--- config.mk ---
export PLATFORM = sky130hd
export DESIGN_NAME = decode
export DESIGN_NICKNAME = d
export VERILOG_FILES = /design/src/rtl/decode_pkg.sv /design/src/rtl/decode_comb.sv /design/src/rtl/decode.sv
export SDC_FILE = /design/constraint.sdc
export NUM_CORES = 1
export LEC_CHECK = 0
export CAP_MARGIN = 20
export CORE_ASPECT_RATIO = 0.9
export CORE_MARGIN = 1.5
export CORE_UTILIZATION = 56
export DETAILED_ROUTE_END_ITERATION = 8
export PLACE_DENSITY = 0.85
export SETUP_SLACK_MARGIN = 0.2
export SYNTH_ARGS = -nofsm -noshare
export SYNTH_HDL_FRONTEND = slang
export SYNTH_SLANG_ARGS = --single-unit
--- constraint.sdc ---
create_clock -name i_clk -period 3.2 [get_ports i_clk]
set_clock_uncertainty 0.2 [all_clocks]
set_input_delay 0.64 -clock i_clk [delete_from_list [all_inputs] [get_ports i_clk]]
set_output_delay 0.64 -clock i_clk [all_outputs]
set_load 0.01 [all_outputs]
--- src/rtl/decode_pkg.sv ---
// decode_pkg: widths, opcode constants and instruction field positions shared by
// fetch, decode and execute, plus the decoded-instruction record type.
// Optional DECODE_ILLEGAL_TRAP_EN adds the 'illegal' member to dec_t.
package decode_pkg;

  localparam int RW     = 16;  // machine word / PC width
  localparam int I_SIZE = 32;  // instruction width
  localparam int RSEL   = 3;   // register-select width (8 GPRs)
  localparam int OPC_W  = 7;
  localparam int COND_W = 4;

  // Field bit positions inside an instruction
  localparam int OPC_LSB  = 0;
  localparam int RD_LSB   = 7;
  localparam int RS1_LSB  = 10;
  localparam int RS2_LSB  = 13;
  localparam int COND_LSB = 7;   // condition overlaps rd and the low bit of rs1
  localparam int IMM_LSB  = 16;

  localparam logic [OPC_W-1:0] OP_NOP    = 7'h00;
  localparam logic [OPC_W-1:0] OP_ALU_LO = 7'h01;
  localparam logic [OPC_W-1:0] OP_ALU_HI = 7'h0d;
  localparam logic [OPC_W-1:0] OP_JMP    = 7'h0e;
  localparam logic [OPC_W-1:0] OP_CALL   = 7'h0f;
  localparam logic [OPC_W-1:0] OP_LD     = 7'h10;
  localparam logic [OPC_W-1:0] OP_ST     = 7'h11;
  localparam logic [OPC_W-1:0] OP_SRS    = 7'h12;

  typedef enum logic [1:0] {
    ST_EMPTY,  // nothing presented to execute
    ST_FULL,   // output slot holds an instruction, skid empty
    ST_SKID    // output slot and skid both hold instructions
  } slot_state_t;

  typedef struct packed {
    logic [RW-1:0]     pc;
    logic [OPC_W-1:0]  opcode;
    logic [RSEL-1:0]   rd;
    logic [RSEL-1:0]   rs1;
    logic [RSEL-1:0]   rs2;
    logic [COND_W-1:0] cond;
    logic [RW-1:0]     imm;
    logic              reg_we;
    logic              mem_rd;
    logic              mem_wr;
    logic              jump;
    logic              jmp_predict;
`ifdef DECODE_ILLEGAL_TRAP_EN
    logic              illegal;
`endif
  } dec_t;

endpackage

--- src/rtl/decode_comb.sv ---
// decode_comb: instruction -> fields/controls, tagged with its PC and prediction bit.
// Latency: purely combinational. Backpressure: none, caller decides where to load it.
// Ports: instr/pc/jmp_predict in; dec (dec_t) out. DECODE_ILLEGAL_TRAP_EN flags undefined opcodes.
module decode_comb
  import decode_pkg::*;
(
  input  logic [I_SIZE-1:0] instr,
  input  logic [RW-1:0]     pc,
  input  logic              jmp_predict,
  output dec_t              dec
);

  logic [OPC_W-1:0] opc;
  assign opc = instr[OPC_LSB +: OPC_W];

  always_comb begin
    dec             = '0;
    dec.pc          = pc;
    dec.opcode      = opc;
    dec.rd          = instr[RD_LSB   +: RSEL];
    dec.rs1         = instr[RS1_LSB  +: RSEL];
    dec.rs2         = instr[RS2_LSB  +: RSEL];
    dec.cond        = instr[COND_LSB +: COND_W];
    dec.imm         = instr[IMM_LSB  +: RW];
    dec.jmp_predict = jmp_predict;

    case (opc)
      OP_NOP:  ;
      OP_JMP:  dec.jump = 1'b1;
      OP_CALL: begin
        dec.jump   = 1'b1;
        dec.reg_we = 1'b1;
      end
      OP_LD: begin
        dec.reg_we = 1'b1;
        dec.mem_rd = 1'b1;
      end
      OP_ST:   dec.mem_wr = 1'b1;
      OP_SRS:  dec.reg_we = 1'b1;
      default: begin
        if (opc >= OP_ALU_LO && opc <= OP_ALU_HI) dec.reg_we = 1'b1;
`ifdef DECODE_ILLEGAL_TRAP_EN
        else dec.illegal = 1'b1;
`endif
      end
    endcase
  end

endmodule

--- src/rtl/decode.sv ---
// decode: instruction decode stage between fetch and execute, with PC tracking.
// Latency: 1 cycle accept -> o_submit; 1 instr/cycle while i_next_ready is held high.
// Backpressure: one-entry skid; o_ready (a flop) drops only once the skid is occupied.
// Ports: fetch side i_submit/i_instr/i_jmp_predict/o_ready; redirect i_flush/i_exec_pc;
// execute side o_submit/i_next_ready and the decoded fields/controls.
// DECODE_ILLEGAL_TRAP_EN adds o_illegal; otherwise undefined opcodes decode as NOP.
module decode
  import decode_pkg::*;
(
  input  logic              i_clk,
  input  logic              i_rst,
  input  logic              i_submit,
  input  logic [I_SIZE-1:0] i_instr,
  input  logic              i_jmp_predict,
  output logic              o_ready,
  input  logic              i_flush,
  input  logic [RW-1:0]     i_exec_pc,
  output logic              o_submit,
  input  logic              i_next_ready,
  output logic [RW-1:0]     o_pc,
  output logic [OPC_W-1:0]  o_opcode,
  output logic [RSEL-1:0]   o_rd,
  output logic [RSEL-1:0]   o_rs1,
  output logic [RSEL-1:0]   o_rs2,
  output logic [COND_W-1:0] o_cond,
  output logic [RW-1:0]     o_imm,
  output logic              o_reg_we,
  output logic              o_mem_rd,
  output logic              o_mem_wr,
  output logic              o_jump,
  output logic              o_jmp_predict
`ifdef DECODE_ILLEGAL_TRAP_EN
  ,
  output logic              o_illegal
`endif
);

  slot_state_t   state_q, state_d;
  dec_t          dec_in, out_q, skid_q;
  logic [RW-1:0] pc_cnt;
  logic          ready_q;
  logic          accept, transfer;
  logic          ld_out_in, ld_out_skid, ld_skid;

  assign accept   = i_submit & ready_q;
  assign transfer = (state_q != ST_EMPTY) & i_next_ready;

  decode_comb u_decode_comb (
    .instr       (i_instr),
    .pc          (pc_cnt),
    .jmp_predict (i_jmp_predict),
    .dec         (dec_in)
  );

  always_comb begin
    state_d     = state_q;
    ld_out_in   = 1'b0;
    ld_out_skid = 1'b0;
    ld_skid     = 1'b0;
    if (i_flush) begin
      // A same-cycle submit is dropped; a same-cycle transfer is simply forgotten.
      state_d = ST_EMPTY;
    end else begin
      case (state_q)
        ST_EMPTY: if (accept) begin
          ld_out_in = 1'b1;
          state_d   = ST_FULL;
        end
        ST_FULL: begin
          if (transfer && accept) begin
            ld_out_in = 1'b1;
          end else if (transfer) begin
            state_d = ST_EMPTY;
          end else if (accept) begin
            ld_skid = 1'b1;
            state_d = ST_SKID;
          end
        end
        // ready_q is low here, so no new instruction can arrive
        ST_SKID: if (transfer) begin
          ld_out_skid = 1'b1;
          state_d     = ST_FULL;
        end
        default: state_d = ST_EMPTY;
      endcase
    end
  end

  always_ff @(posedge i_clk) begin
    if (!i_rst) begin
      state_q <= ST_EMPTY;
      ready_q <= 1'b1;
      pc_cnt  <= '0;
      out_q   <= '0;
      skid_q  <= '0;
    end else begin
      state_q <= state_d;
      // Registered so fetch sees a clean flop; low exactly while the skid is full.
      ready_q <= (state_d != ST_SKID);
      if (i_flush)
        pc_cnt <= i_exec_pc;
      else if (accept)
        pc_cnt <= i_jmp_predict ? i_instr[IMM_LSB +: RW] : pc_cnt + RW'(1);
      if (ld_out_in)
        out_q <= dec_in;
      else if (ld_out_skid)
        out_q <= skid_q;
      if (ld_skid)
        skid_q <= dec_in;
    end
  end

  assign o_ready       = ready_q;
  assign o_submit      = (state_q != ST_EMPTY);
  assign o_pc          = out_q.pc;
  assign o_opcode      = out_q.opcode;
  assign o_rd          = out_q.rd;
  assign o_rs1         = out_q.rs1;
  assign o_rs2         = out_q.rs2;
  assign o_cond        = out_q.cond;
  assign o_imm         = out_q.imm;
  assign o_reg_we      = out_q.reg_we;
  assign o_mem_rd      = out_q.mem_rd;
  assign o_mem_wr      = out_q.mem_wr;
  assign o_jump        = out_q.jump;
  assign o_jmp_predict = out_q.jmp_predict;
`ifdef DECODE_ILLEGAL_TRAP_EN
  assign o_illegal     = out_q.illegal;
`endif

endmodule

==> results of run 1 <==
flip-flops by register name, summed over array words and instances, names as in the netlist:
name / count
skid_q: 53
o_jump: 1
o_rs2: 3
o_ready: 1
o_opcode: 7
o_cond: 1
o_mem_wr: 1
o_rs1: 3
o_reg_we: 1
state_q: 2
o_imm: 16
o_jmp_predict: 1
o_mem_rd: 1
o_rd: 2
o_pc: 16
pc_cnt: 16
layer usage:
layer	part of all wire, %	GRT usage [%]
met2	48	47.19
met3	6.9	7.301
met5	0	0
met4	2.3	11.88
met1	42	36.24
power by group:
part           switching (mW)  internal [mW]  total (mW)
registers              0.0594           1.62        1.68
logic                   0.220          0.241       0.461
clock network           0.657           1.27        1.93
total                   0.937           3.13        4.07
final timing paths:
kind                                  from          to  depth (start not counted)
worst min-delay path             skid_q[3]   skid_q[3]                          2
worst max-delay path            state_q[1]    o_submit                          2
worst min register to register   skid_q[3]   skid_q[3]                          2
worst max register to register   pc_cnt[0]  pc_cnt[12]                          5
synth_stat cells, drive strengths merged, types with 4 or more instances:
cell type  instances  area (µm²)
a21boi            79       739.5
a21oi             10       50.05
a22oi             24       180.2
a32o               4       40.04
and3               7       43.79
and4               4       35.03
buf               32       229.0
clkbuf            29       111.4
dfxtp            125        2502
inv                7       26.28
mux2i             33       330.3
nand2            176       660.6
nand2b             5       33.78
nand3             14       70.07
nand4              9       56.30
nor2              15       56.30
nor3               6       30.03
nor4               7       65.06
o211a             26       260.3
o21ai             15       78.83
or3                4       25.02
xnor2              4       35.03
through the flow:
stage               std cells  power, mW  area [µm²]
floorplan                 674      1.935        6002
global placement          872      2.145        7108
detailed placement        872      2.160        7108
CTS                       902      4.076        7699
global route              902      4.196        7699
finish                    902      4.069        7699
critical path, stage by stage, from the launching register on:
cell	delay, ps
dfxtp_1	550
or2_2	180
clkdlybuf4s50_1	530
cell families after synthesis:
group                      after synthesis  share of synthesized area (%)
AOI/OAI and AO/OA                      183                          26.16
xor gates and xnor gates                 4                         0.5836
adders and majority gates                1                         0.2084
buffers and inverters                   68                          6.108
DFF                                    125                          41.69
muxes                                   34                          5.691
and+or+nand+nor                        259                          19.55
layout make-up:
cell class,instances,area (µm²)
clock inverter,7,112.6
timing repair buffer,130,1276
tap,129,161.4
fill,724,2636
inverter,7,26.28
sequential,125,2502
multi-input combinational,481,3142
clock buffer,23,478.0
==> impl_metrics.env, run 1 <==
export IMPL_run_status="finished, violations left"
export IMPL_violations="DRC"
export IMPL_holdWs_ps=253.8
export IMPL_period_needed_ps=2502
export IMPL_period_share_pct=78.17
export IMPL_layout_commonest_cell="nand2_1"
export IMPL_io_buffers=112
export IMPL_clk_pin_slew_ps=50
export IMPL_overflow=0
export IMPL_cts_inserted_buffers=17
export IMPL_syn_area_per_cell_um2=8.905
export IMPL_vias=5412
export IMPL_setup_slack_ps=698.4
export IMPL_maxSlewHeadroom_pct=55.00
export IMPL_synth_edff_count=0
export IMPL_path_max_fanout=8
export IMPL_wirelength_um=16200
export IMPL_postRouteAntennaNets=0
export IMPL_nets=817
export IMPL_hold_buffers=0
export IMPL_drive_gt1_share_pct=12.03
export IMPL_ios=113
export IMPL_cts_root_buf="clkbuf_16"
export IMPL_synthCells=674
export IMPL_dp_slack_ps=514.4
export IMPL_design_core_area_um2=10330
export IMPL_clkSinkCount=125
export IMPL_min_path_type="reg2reg"
export IMPL_die_w_um=112.1
export IMPL_worst_pin_slew_ps=674.9
export IMPL_fin_tns_setup_ps=0
export IMPL_arrival_ps=1660
export IMPL_start_kind="flop"
export IMPL_wire_per_inst_um=17.95
export IMPL_dieArea_um2=11350
export IMPL_clock_fmax_mhz=399.7
export IMPL_drt_initial_drc_count=504
export IMPL_grt_total_usage_pct=28.61
export IMPL_yosys_most_used_dff="dfxtp_1"
export IMPL_diodes=0
export IMPL_synthArstFlopShare_pct=0
export IMPL_grt_setup_unrepaired="no"
export IMPL_final_cell_mix="nand2_1 (176), dfxtp_1 (125), clkdlybuf4s50_1 (111), a21boi_2 (39), mux2i_1 (33)"
export IMPL_powerDensity_nw_per_um2=528.5
export IMPL_cts_resized=0
export IMPL_viasPerCell=6.000
export IMPL_grt_pass1_wl_um=25600
export IMPL_cts_path_max_buffers=2
export IMPL_crit_required_ps=2360
export IMPL_start_util_pct=58.08
export IMPL_slew_violations=0
export IMPL_ys_warn_count=0
export IMPL_cp_end_kind="output pin"
export IMPL_syn_cell_area_um2=6002
export IMPL_grt_max_degree=86
export IMPL_ys_ff_latch=125
export IMPL_grt_pass1_vias=5220
export IMPL_postCtsSetupBuffers=0
export IMPL_synth_nets=729
export IMPL_cts_tree="done"
export IMPL_ir_worst_vdd_mv=0.3845
export IMPL_p_leak_nw=2.894
export IMPL_hold_viol=0
export IMPL_gp_congestion=0.9653
export IMPL_setup_viol=0
export IMPL_ys_seq_area_share_pct=41.69
export IMPL_antenna_found_initial=1
export IMPL_max_cap_violations=0
export IMPL_synth_cell_types=60
export IMPL_area_growth_pct=28.27
export IMPL_drc=8
export IMPL_dr_pass1_iters=7
export IMPL_row_count=35
export IMPL_post_dp_hpwl_um=10760
export IMPL_die_h_um=101.2
export IMPL_h_tree_depth=4
export IMPL_worstSetupPathType="reg2out"
export IMPL_reg2reg_slack_ps=880
export IMPL_clk_insertion_delay_late_ps=410
export IMPL_utilization_pct=74.49
(Power assumes the default switching activity.)
==> run 2, diff against run 1 <==
--- a/config.mk
+++ b/config.mk
@@ -8,9 +8,9 @@
 export CAP_MARGIN = 20
 export CORE_ASPECT_RATIO = 0.9
 export CORE_MARGIN = 1.5
-export CORE_UTILIZATION = 56
+export CORE_UTILIZATION = 47
 export DETAILED_ROUTE_END_ITERATION = 8
-export PLACE_DENSITY = 0.85
+export PLACE_DENSITY = 0.76
 export SETUP_SLACK_MARGIN = 0.2
 export SYNTH_ARGS = -nofsm -noshare
 export SYNTH_HDL_FRONTEND = slang
==> constraint.sdc (replaced) <==
create_clock -name i_clk -period 2.05 [get_ports i_clk]
set_clock_uncertainty 0.2 [all_clocks]
set_input_delay 0.41 -clock i_clk [delete_from_list [all_inputs] [get_ports i_clk]]
set_output_delay 0.41 -clock i_clk [all_outputs]
set_load 0.01 [all_outputs]
==> run 2 against run 1 <==
  * Global-route usage fell by 2.4 points
  * The flow now finishes without violations
  * Critical path depth did not move
  * Cell area rose by 5.8%
  * Sequential cell count did not move
  * Combinational power rose by 69%
  * Critical endpoint unchanged
  * Highest routed layer unchanged
  * Clock power rose by 52%
  * First-iteration DRC count fell by 9.7%
  * Power rose by 55%
  * Sequential share of layout area fell by 1.6 points
  * Largest cell class unchanged
==> impl_metrics.env, run 2 (synthesis results as in run 1) <==
export IMPL_clk_pin_slew_ps=50
export IMPL_area_growth_pct=35.73
export IMPL_largest_reg_flops=53
export IMPL_io_buffers=112
export IMPL_place_inst=941
export IMPL_overflow=0
export IMPL_min_path_type="in2reg"
export IMPL_grt_pass1_vias=5483
export IMPL_row_count=38
export IMPL_worst_pin_slew_ps=437.1
export IMPL_grt_total_usage_pct=26.19
export IMPL_ios=113
export IMPL_h_tree_depth=4
export IMPL_dr_pass1_iters=5
export IMPL_cts_root_buf="clkbuf_16"
export IMPL_nets=863
export IMPL_drc=0
export IMPL_die_w_um=122.1
export IMPL_design_core_area_um2=12270
export IMPL_slew_violations=0
export IMPL_post_dp_hpwl_um=11560
export IMPL_start_util_pct=48.93
export IMPL_max_cap_violations=0
export IMPL_drt_initial_drc_count=455
export IMPL_viasPerCell=5.725
export IMPL_ff2ff_path_depth=7
export IMPL_path_max_fanout=6
export IMPL_cts_tree="done"
export IMPL_powerDensity_nw_per_um2=776.1
export IMPL_layout_cells_non_filler=979
export IMPL_worstSetupPathType="reg2out"
export IMPL_clkSinkCount=125
export IMPL_drive_gt1_share_pct=18.68
export IMPL_holdWs_ps=145.1
export IMPL_maxSlewHeadroom_pct=70.86
export IMPL_fillers=1009
export IMPL_dieArea_um2=13460
export IMPL_crit_required_ps=1440
export IMPL_cts_inserted_buffers=17
export IMPL_diodes=0
export IMPL_holdPathStages=2
export IMPL_gp_congestion=0.9114
export IMPL_layout_commonest_cell="nand2_1"
export IMPL_grt_pass1_wl_um=27120
export IMPL_arrival_ps=1200
export IMPL_postRouteAntennaNets=0
export IMPL_period_share_pct=88.05
export IMPL_wire_per_inst_um=17.29
export IMPL_hold_viol=0
export IMPL_p_leak_nw=3.411
export IMPL_clock_fmax_mhz=554.0
export IMPL_clk_insertion_delay_late_ps=410
export IMPL_antenna_found_initial=0
export IMPL_setup_viol=0
export IMPL_grt_max_degree=83
export IMPL_start_kind="flop"
export IMPL_grt_setup_unrepaired="yes"
export IMPL_cts_path_max_buffers=2
export IMPL_period_needed_ps=1805
export IMPL_wirelength_um=16930
export IMPL_run_status="finished, final reports clean"
export IMPL_cp_end_kind="output pin"
export IMPL_die_h_um=110.2
export IMPL_vias=5605
export IMPL_top_register="skid_q"
export IMPL_final_cell_mix="nand2_1 (175), dfxtp_1 (118), dlygate4sd2_1 (60), buf_4 (54), clkdlybuf4s50_1 (49)"
export IMPL_ir_worst_vdd_mv=0.5183
run 2: critical path, stage by stage (launching register included):
cell and delay [ps]:
dfxtp_4 360, or2_2 290, clkbuf_2 130
run 2: path summary, 6_finish.rpt:
| path | startpoint | end | slack (ps) |
|---|---|---|---|
| worst max-delay path | state_q[0] | o_submit | 240 |
| worst min-delay path | i_rst | o_pc[1] | 150 |
| worst max register to register | state_q[0] | o_rs2[2] | 240 |
| worst min register to register | o_pc[1] | o_pc[1] | 250 |
run 2: area by class of cell:
| type | count | area (µm²) | area share (%) |
|---|---|---|---|
| Clock buffer | 22 | 454.2 | 5.575 |
| Inverter | 7 | 26.28 | 0.3225 |
| Tap cell | 160 | 200.2 | 2.457 |
| Clock inverter | 8 | 117.6 | 1.444 |
| Multi-Input combinational cell | 481 | 3179 | 39.03 |
| Timing Repair Buffer | 176 | 1655 | 20.32 |
| Sequential cell | 125 | 2514 | 30.86 |
run 2: routing by layer:
metal	track usage [%]	share of wire, %	wire length (µm)	vias up
met5	0	0	0	-
met1	32.85	43	7345	2723
met3	6.481	5.6	944	24
li1	-	-	-	2657
met2	43.86	49	8325	201
met4	9.718	1.8	313	0
run 2: repair_timing:
item / in CTS / in global routing
setup endpoints to repair: 124 / 79
cloned: 2 / 0
pin swaps: 2 / 1
gates resized for setup: 67 / 16
hold buffers: 0 / 0
setup buffers: 4 / 2
run 2: report_power, final:
| group | switching, mW | total [mW] | leakage, nW | internal [mW] |
|---|---|---|---|---|
| Combinational | 0.374 | 0.779 | 2.11 | 0.405 |
| Sequential | 0.0775 | 2.60 | 1.02 | 2.53 |
| Clock | 1.02 | 2.94 | 0.280 | 1.92 |
run 2: metrics by stage:
stage               utilization (%)  worst slack (ps)  setup TNS [ps]  cell area [µm²]  total power, mW
CTS                           66.03             78.37               0             8100            6.352
finish                        66.41             244.9               0             8147            6.323
global placement              61.10            -269.7          -22280             7495            3.417
detailed placement            61.10            -317.8          -27720             7495            3.440
global route                  66.41             166.1               0             8147            6.562
floorplan                         -             224.8               0             6002            3.021
==> run 3, diff against run 2 <==
--- a/config.mk
+++ b/config.mk
@@ -12,6 +12,7 @@
 export DETAILED_ROUTE_END_ITERATION = 8
 export PLACE_DENSITY = 0.76
 export SETUP_SLACK_MARGIN = 0.2
+export SKIP_CTS_REPAIR_TIMING = 1
 export SYNTH_ARGS = -nofsm -noshare
 export SYNTH_HDL_FRONTEND = slang
 export SYNTH_SLANG_ARGS = --single-unit
==> run 3 against run 2 <==
  * Combinational power grew 4.7%
  * Sequential cell count is the same
  * Fmax shrank 4.3%
  * Die area is the same
  * Register-to-register slack lost 80 ps
  * Core utilization grew 2.5 points
  * Routed wire length grew 4.0%
  * Worst setup slack lost 82 ps
  * Sequential share of layout area shrank 1.1 points
  * Cell count grew 0.41%
  * Clock-buffer cell count is the same
  * Largest cell class unchanged
  * Largest power group unchanged
==> impl_metrics.env, run 3 (synthesis results as in run 1) <==
export IMPL_period_share_pct=92.05
export IMPL_clockPowerShare_pct=46.3
export IMPL_postRouteAntennaNets=0
export IMPL_r2r_start="state_q[0]"
export IMPL_top_register="skid_q"
export IMPL_design_core_area_um2=12270
export IMPL_grt_total_usage_pct=25.39
export IMPL_drive_gt1_share_pct=18.96
export IMPL_cts_path_max_buffers=2
export IMPL_max_cap_violations=0
export IMPL_min_path_type="in2reg"
export IMPL_viasPerCell=5.753
export IMPL_finalPower_mw=6.370
export IMPL_overflow=0
export IMPL_cts_tree="done"
export IMPL_ir_worst_vdd_mv=0.5433
export IMPL_io_buffers=112
export IMPL_ff2ff_path_depth=6
export IMPL_post_dp_hpwl_um=11560
export IMPL_slowest_stage="dfxtp_4"
export IMPL_run_status="finished, final reports clean"
export IMPL_path_max_fanout=6
export IMPL_grt_pass1_wl_um=26390
export IMPL_crit_required_ps=2190
export IMPL_vias=5655
export IMPL_wirelength_um=17600
export IMPL_combPwrFrac_pct=12.8
export IMPL_antenna_found_initial=0
export IMPL_path_common_cell="buf_12"
export IMPL_wire_per_inst_um=17.90
export IMPL_worst_pin_slew_ps=431.7
export IMPL_slew_violations=0
export IMPL_period_needed_ps=1887
export IMPL_row_count=38
export IMPL_reg2reg_slack_ps=160
export IMPL_final_cell_mix="nand2_1 (175), dfxtp_1 (118), dlymetal6s2s_1 (62), buf_4 (55), clkdlybuf4s50_1 (49)"
export IMPL_cts_root_buf="clkbuf_16"
export IMPL_dieArea_um2=13460
export IMPL_hold_viol=0
export IMPL_r2r_end="o_rs2[2]"
export IMPL_pwr_share_seq_pct=40.9
export IMPL_fillers=966
export IMPL_area_growth_pct=40.80
export IMPL_cpPeakStageDelay_ps=360
export IMPL_powerDensity_nw_per_um2=753.8
export IMPL_cts_inserted_buffers=17
export IMPL_grt_max_degree=83
export IMPL_nets=867
export IMPL_die_h_um=110.2
export IMPL_start_util_pct=48.93
export IMPL_layout_commonest_cell="nand2_1"
export IMPL_clock_fmax_mhz=529.9
export IMPL_p_sw_share_pct=23.44
export IMPL_h_tree_depth=4
export IMPL_grt_setup_unrepaired="yes"
export IMPL_diodes=0
export IMPL_utilization_pct=68.89
export IMPL_drc=0
export IMPL_setup_viol=0
export IMPL_arrival_ps=2020
export IMPL_ios=113
export IMPL_gp_congestion=0.9114
export IMPL_clk_insertion_delay_late_ps=420
export IMPL_worstSetupPathType="reg2reg"
export IMPL_clkSinkCount=125
export IMPL_maxSlewHeadroom_pct=71.22
export IMPL_start_kind="flop"
export IMPL_p_int_mw=4.877
export IMPL_p_leak_nw=4.188
export IMPL_grt_pass1_vias=5393
export IMPL_drt_initial_drc_count=439
export IMPL_cp_end_kind="flop"
export IMPL_power_switching_mw=1.493
export IMPL_largest_reg_flops=53
export IMPL_holdPathStages=2
export IMPL_clk_pin_slew_ps=50
export IMPL_holdPathEnd="state_q[1]"
export IMPL_die_w_um=122.1
export IMPL_path_cells="and4bb_4 -> buf_12 -> a41oi_4 -> buf_12 -> nand2_1 -> a21boi_2"
export IMPL_dr_pass1_iters=5
export IMPL_worstHoldStart="i_next_ready"
run 3: changes by cell type in the layout (fill, tap and decap cells not counted), sizes merged:
cell	delta
dlygate4sd2	-60
buf	+2
bufbuf	-1
dlymetal6s2s	+61
clkbuf	+2
run 3: worst max path at each step:
| stage | end | cells after the start | slack, ps | start |
|---|---|---|---|---|
| 3_3_place_gp | o_pc[9] | 6 | -270 | i_next_ready |
| 3_5_place_dp | o_jump | 7 | -320 | i_next_ready |
| 6_report | o_rs2[2] | 6 | 160 | state_q[0] |
| 2_1_floorplan | pc_cnt[12] | 5 | 220 | pc_cnt[1] |
| 4_1_cts | o_submit | 2 | -150 | state_q[0] |
| 5_1_grt | pc_cnt[12] | 6 | 100 | pc_cnt[1] |
run 3: critical path: cells and delay by family (launching register included):
family / cells / cell delay (ps)
compound gates: 2 / 550
simple gates: 2 / 360
buf+inv: 2 / 340
flops: 1 / 360
run 3: through the flow:
step	cells	instance area (µm²)	hold WS, ps	setup TNS (ps)	worst slack (ps)
final	983	8451	130.0	0	163.0
after global routing	983	8451	139.3	0	100.5
after CTS	971	8066	125.6	-198.4	-149.8
after detailed placement	941	7495	244.0	-27720	-317.8
after global placement	941	7495	239.3	-22280	-269.7
after floorplan	674	6002	234.7	0	224.8
run 3: layout make-up:
class | count | area, µm² | share of cell area (%)
well taps | 160 | 200.2 | 2.369
multi-input cells | 481 | 3188 | 37.73
clock buffers | 22 | 454.2 | 5.375
inverters | 7 | 26.28 | 0.3109
clock inverters | 8 | 117.6 | 1.392
repair buffers | 180 | 1951 | 23.08
flip-flops and latches | 125 | 2514 | 29.75
run 3: power groups by stage:
| stage | clock [mW] | combinational [mW] | sequential (mW) |
|---|---|---|---|
| after floorplan | 0 | 0.363 | 2.66 |
| after detailed placement | 0 | 0.788 | 2.65 |
| after global placement | 0 | 0.769 | 2.65 |
| final | 2.95 | 0.816 | 2.60 |
| after global routing | 3.09 | 0.877 | 2.61 |
| after CTS | 2.98 | 0.792 | 2.60 |
run 3: layer usage:
layer | global-route usage, % | vias to the layer above | wire (µm)
li1 | - | 2660 | -
met1 | 31.77 | 2759 | 7555
met2 | 42.78 | 202 | 8610
met3 | 5.967 | 34 | 1034
met4 | 9.551 | 0 | 399
met5 | 0 | - | 0
